**config.mk**
```make
export PLATFORM = sky130hd
export DESIGN_NAME = adder_n
export DESIGN_NICKNAME = d
export VERILOG_FILES = /design/src/rtl/adder_n.sv
export SDC_FILE = /design/constraint.sdc
export NUM_CORES = 1
export LEC_CHECK = 0
export ABC_AREA = 0
export BUFFER_PORTS_ARGS = -buffer_cell sky130_fd_sc_hd__buf_2
export CAP_MARGIN = 20
export CORE_MARGIN = 8
export CORE_UTILIZATION = 31
export CTS_CLUSTER_SIZE = 16
export DETAILED_ROUTE_END_ITERATION = 16
export GPL_ROUTABILITY_DRIVEN = 0
export SLEW_MARGIN = 5
export SYNTH_ARGS = -nofsm -noshare
export SYNTH_HDL_FRONTEND = slang
export SYNTH_SLANG_ARGS = --single-unit
```
**constraint.sdc**
```tcl
create_clock -name clk -period 18.95 [get_ports clk]
set_clock_uncertainty 0.2 [all_clocks]
set_input_delay 1.895 -clock clk [delete_from_list [all_inputs] [get_ports clk]]
set_output_delay 1.895 -clock clk [all_outputs]
set_load 0.03 [all_outputs]
```
**src/rtl/adder_n.sv**
```systemverilog
// -----------------------------------------------------------------------------
// adder_n
//   N-bit two's-complement / unsigned adder with a registered result and
//   status flags. One clock of latency, one result per clock, no stall.
//   O = (A + B + cin) mod 2^N, computed by a ripple-carry chain of N full-adder
//   cells; the sum and all flags are registered together in one stage, so
//   there is no combinational path from any input to any output.
//
// Parameters
//   N          operand / result width in bits (legal 2..64, default 32)
//
// Optional feature (compile-time macro ADDER_N_CIN_EN)
//   defined    : port ci exists and is added as the LSB carry-in
//   undefined  : port ci is absent and the carry-in is tied to 0
//
// Ports
//   clk        in   1  clock, all state updates on the rising edge
//   rst        in   1  synchronous active-high reset (priority over in_valid)
//   in_valid   in   1  A/B (and ci) carry operands this cycle
//   A          in   N  operand A
//   B          in   N  operand B
//   ci         in   1  carry-in (only with ADDER_N_CIN_EN)
//   O          out  N  registered sum
//   out_valid  out  1  O and flags hold a fresh result this cycle
//   co         out  1  unsigned carry-out (bit N of the full sum)
//   ovf        out  1  signed overflow
//   zero       out  1  O == 0
//   neg        out  1  O[N-1]
// -----------------------------------------------------------------------------
module adder_n #(
   parameter int N = 32'd32
) (
   input  logic         clk,
   input  logic         rst,
   input  logic         in_valid,
   input  logic [N-1:0] A,
   input  logic [N-1:0] B,
`ifdef ADDER_N_CIN_EN
   input  logic         ci,
`endif
   output logic [N-1:0] O,
   output logic         out_valid,
   output logic         co,
   output logic         ovf,
   output logic         zero,
   output logic         neg
);

   // Full-adder cell: sum bit
   function automatic logic fa_sum(input logic a, input logic b, input logic c);
      return a ^ b ^ c;
   endfunction

   // Full-adder cell: carry out (generate, or propagate an incoming carry)
   function automatic logic fa_carry(input logic a, input logic b, input logic c);
      return (a & b) | (c & (a ^ b));
   endfunction

   logic         cin_s;
   logic [N:0]   carry_s;
   logic [N-1:0] sum_s;
   logic         ovf_s;
   logic         zero_s;

   logic [N-1:0] sum_r;
   logic         valid_r;
   logic         co_r;
   logic         ovf_r;
   logic         zero_r;
   logic         neg_r;

`ifdef ADDER_N_CIN_EN
   assign cin_s = ci;
`else
   assign cin_s = 1'b0;
`endif

   assign carry_s[0] = cin_s;

   // Ripple-carry chain, one full-adder cell per bit
   for (genvar i = 0; i < N; i = i + 1) begin : g_fa
      assign sum_s[i]       = fa_sum  (A[i], B[i], carry_s[i]);
      assign carry_s[i + 1] = fa_carry(A[i], B[i], carry_s[i]);
   end

   // Signed overflow: like-signed operands producing a result of the other sign
   assign ovf_s  = (A[N-1] == B[N-1]) && (sum_s[N-1] != A[N-1]);
   assign zero_s = (sum_s == {N{1'b0}});

   // Result register: reset clears, fresh operands load sum and flags together,
   // idle cycles drop out_valid and hold the last result
   always_ff @(posedge clk) begin
      if (rst) begin
         valid_r <= 1'b0;
         sum_r   <= {N{1'b0}};
         co_r    <= 1'b0;
         ovf_r   <= 1'b0;
         zero_r  <= 1'b1;
         neg_r   <= 1'b0;
      end else if (in_valid) begin
         valid_r <= 1'b1;
         sum_r   <= sum_s;
         co_r    <= carry_s[N];
         ovf_r   <= ovf_s;
         zero_r  <= zero_s;
         neg_r   <= sum_s[N-1];
      end else begin
         // out_valid depends on in_valid only, so X on idle operands cannot reach it
         valid_r <= 1'b0;
      end
   end

   assign O         = sum_r;
   assign out_valid = valid_r;
   assign co        = co_r;
   assign ovf       = ovf_r;
   assign zero      = zero_r;
   assign neg       = neg_r;

endmodule

```
[Yosys cells after proc, flatten, opt, wreduce, memory -nomap -nowiden]
Cells that the tools add are included.
Widths: inputs -> output; s select.
Storage, ports and cells
  register bits: 37
  output and inout bits: 37
  logic and storage cells: 168
Cells by class
  eq/ne operators: 2
  multiplexer cells: 1
  bitwise gates (word level): 157
  reductions and logical operators: 2
Operator list (count)
  $and 1x1->1: 63
  $xor 1x1->1: 63
  $logic_not 32->1: 1
  $or 1x1->1: 31
  $eq 1x1->1: 1
  $logic_and 1x1->1: 1
  $mux 1: 1
  $ne 1x1->1: 1

[Longest topological paths before layout]
  word-level depth: 64
  depth in mapped cells: 38

[Least setup slack after synthesis]
No wires, ideal clock.
  kind: input port to flip-flop
  from: input port A[0]
  to: register zero_r (netlist: zero)
  library setup time: 0.122 ns
  data arrival time: 14.112 ns
  slack: 4.515 ns
  stages: 38
  path buffers: 0
  cells stage by stage: ha_1 > fa_1 > fa_1 > fa_1 > fa_1 > fa_1 > fa_1 > fa_1 > fa_1 > fa_1 > fa_1 > fa_1 > fa_1 > fa_1 > fa_1 > fa_1 > fa_1 > fa_1 > [... 2 more ...] > fa_1 > fa_1 > fa_1 > fa_1 > fa_1 > fa_1 > fa_1 > fa_1 > inv_1 > fa_1 > inv_1 > fa_1 > fa_1 > inv_1 > fa_1 > and4bb_1 > nand4_1 > o31ai_1
On the way
  longest elaborated chain between the ends: 63
  elaborated cells on any way between the ends: 94
Ends and longest elaborated chain
  start, declared: line 36  | input logic [N-1:0] A,
  $and 1x1->1 (2 in a row): line 56  | return (a & b) | (c & (a ^ b));
  $or 1x1->1: line 56
  $and 1x1->1: line 56
  $or 1x1->1: line 56
  $and 1x1->1: line 56
  $or 1x1->1: line 56
  $and 1x1->1: line 56
  $or 1x1->1: line 56
  [... 46 more ...]
  $and 1x1->1: line 56
  $or 1x1->1: line 56
  $and 1x1->1: line 56
  $or 1x1->1: line 56
  $and 1x1->1: line 56
  $or 1x1->1: line 56
  $xor 1x1->1: line 51  | return a ^ b ^ c;
  $logic_not 32->1 *: line 88  | assign zero_s = (sum_s == {N{1'b0}});
  end signal, assigned: line 105  | zero_r <= zero_s;
  end, declared: line 69  | logic zero_r;
Mark *: on every way between the ends. The rest lies on a longest branch, timed or not.
A chain may end at the register's enable or synchronous reset.

[Worst setup path in the final report]
Same ends and word-level chain as after synthesis.

==> qor_table.md <==
| Result | Value | Unit |
|---|---|---|
| Run status | completed | - |
| Warnings from Yosys | 0 | - |
| Port Buffers | 103 | - |
| Total Negative Setup Slacks | 0 | ns |
| Final layout net count | 372 | - |
| Final critical delay including setup and external delays | 14.78 | ns |
| Total via count in the routed design | 1552 | - |
| Mean instance size in the synthesized netlist | 11.9 | um^2 |
| Library cell contributing the largest single delay on the critical path | fa_1 | - |
| Most used DFF post-synth | dfxtp_1 | - |
| Number of diodes added for antenna fixing | 0 | - |
| CP Data Required Time | 18.92 | ns |
| Data arrival, critical path | 14.75 | ns |
| Largest net degree at the start of global routing | 40 | - |
| Number of flops mapped to enable cells by yosys | 0 | - |
| Delay-heaviest family, CP | adder cells | - |
| Crit path buffers/inverters | 4 | - |
| CTS tree | built | - |
| Share of the clock period used by the worst path | 0.780 | - |
| Fraction of final layout cells sized beyond drive strength 1 | 0.418 | - |
| CP peak stage delay | 0.47 | ns |
| Syn_nets | 271 | - |
| Crit-path max FO | 3 | - |
| Max H-tree Level | 2 | - |
| Wire length of the first global-routing pass | 8760 | um |
| Leak | 1.35 | nW |
| Kind of start point of the critical path | primary input | - |
| CP endpoint kind | flip-flop | - |
| Antenna-violating nets left | 0 | - |
| Clock sink total | 36 | - |
| Number of global-route vias before repair | 1818 | - |
| Clock latency reported for the late side of the worst-skew pair | 0.28 | ns |
| GRT Resource Usage Total | 0.112 | - |
| Leading cell type in the layout, fill and taps excluded | buf_2 | - |
| Number of rows in the core area | 29 | - |
| Flip-flop and latch count after synthesis | 36 | - |
| Detailed-placement wirelength estimate | 4320 | um |
| Least-Margin Pin Slew | 1.05 | ns |
| Power per cell area | 81.9 | nW/um^2 |
| Die extent in y | 97.1 | um |
| Clock root buffer | clkbuf_8 | - |
| Clock buffers created by TritonCTS | 5 | - |
| Growth of design area from synthesis to finish | 31.7 | % |
| Summed instance area of the synthesized netlist | 2040 | um^2 |
| Initial antenna violation count | 0 | - |
| Detail-routed via count per cell | 4.43 | - |
| Portion of the post-synthesis area used by sequential elements | 0.353 | - |
| Async set-or-reset flop fraction in the synthesized netlist | 0 | - |
| Relative slew slack | 0.299 | - |
| Standard cell core area | 6350 | um^2 |
| Fin. max-slew vios | 0 | - |
| Total of hold buffers inserted after clock tree synthesis | 0 | - |
| Classification of the worst setup path | primary input to flip-flop | - |
| Most used cells in the layout excluding fill and tap cells | buf_2, dfxtp_1, nor2_1 | - |
| Worst path most repeated cell | fa_1 | - |
| Resized cells post-CTS | 0 | - |
| Die width | 97.1 | um |
| Count of different cell masters after synthesis | 25 | - |
| Post-CTS Setup Repair Bufs | 0 | - |
| Setup repair after global routing missed its margin | no | - |
| Final setup fails | 0 | - |
| Number of DRC markers in iteration 0 | 46 | - |
| CTS clk-pin slew, worst paths | 0.07 | ns |
| Post-Route WL | 5220 | um |
| Max Buffers Root-to-Sink | 2 | - |
| Number of hold violations in the final report | 0 | - |
| Max Clock Freq | 67.7 | MHz |
| Smallest hold slack | 0.282 | ns |
| Max rail drop VDD | 0.0277 | mV |
| Overflow left after global routing | 0 | - |
| Wirelength per Cell | 14.9 | um |
| Die Outline Area | 9430 | um^2 |
| Starting utilization of the core area | 0.321 | - |
| Post-synthesis instance total | 171 | - |
| Pre-Repair DR Iteration Count | 4 | - |
| Min-delay worst type | flip-flop to flip-flop | - |
| Post-detailed-route DRC marker count | 0 | - |
| Count of boundary I/O pins | 104 | - |
| Number of maximum-capacitance constraint violations | 0 | - |
[worst min-delay path: cells and delay by family, from the launching register on]
family / cells / cell delay, ns
flip-flops: 1 / 0.31
AND/OR/NAND/NOR: 1 / 0.08
AO/OA/AOI/OAI: 1 / 0.05
[flip-flops by register name, indices dropped and copies added (netlist names)]
signal / count
zero: 1
out_valid: 1
O: 32
co: 1
ovf: 1
[power by group]
| part | total [mW] | internal [mW] | leakage [nW] | switching (mW) |
|---|---|---|---|---|
| Clock | 0.0559 | 0.0290 | 0.0510 | 0.0269 |
| Combinational | 0.0764 | 0.0309 | 0.998 | 0.0455 |
| Sequential | 0.0875 | 0.0838 | 0.298 | 0.00377 |
| Total | 0.220 | 0.144 | 1.35 | 0.0762 |
[per-layer routing]
metal,vias to the layer above,part of all wire,track usage
li1,761,-,-
met1,718,0.45,0.134
met3,6,0.095,0.0512
met2,67,0.45,0.176
met4,0,0.010,0.0284
met5,-,0,0
[Yosys cell counts (all sizes together), types with 2 or more instances]
cell     n  area share
dfxtp   36        0.35
buf      7       0.025
nor4     5       0.021
fa      31        0.30
mux2i   30        0.15
inv      8       0.015
ha       2       0.012
nor2    36       0.066
clkbuf   2      0.0037
a211oi   3       0.011
[path summary, 6_finish.rpt]
kind / cells after the start / end / slack, ns / from
worst max-delay path: 39 / zero / 4.17 / A[0]
worst min-delay path: 2 / O[28] / 0.28 / O[28]
worst max register to register: 2 / ovf / 18.08 / ovf
worst min register to register: 2 / O[28] / 0.28 / O[28]
[final cells by class]
class                           instances  area (um^2)
Multi-Input combinational cell        118         1230
Tap cell                               77         96.3
Clock buffer                            6         82.6
Sequential cell                        36          721
Timing Repair Buffer                  103          515
Clock inverter                          2         10.0
Fill cell                             619         3660
Inverter                                8         30.0
[stage by stage]
stage | cell area [um^2] | util | setup WS (ns) | cells | total power [mW]
2_1_floorplan | 2040 | - | 4.52 | 171 | 0.140
3_3_place_gp | 2590 | 0.408 | 3.93 | 342 | 0.166
3_5_place_dp | 2590 | 0.408 | 3.79 | 342 | 0.167
4_1_cts | 2690 | 0.423 | 4.09 | 350 | 0.225
5_1_grt | 2690 | 0.423 | 3.66 | 350 | 0.235
6_report | 2690 | 0.423 | 4.17 | 350 | 0.220
[cell families after synthesis]
kind of cell	after synthesis	share of synthesized area
adders and majority gates	33	0.317
muxes	30	0.147
buffers and inverters	17	0.0436
xor gates and xnor gates	1	0.00430
AOI/OAI and AO/OA	6	0.0209
DFF	36	0.353
and+or+nand+nor	48	0.114
No activity file was read; power rests on OpenSTA's default activity.
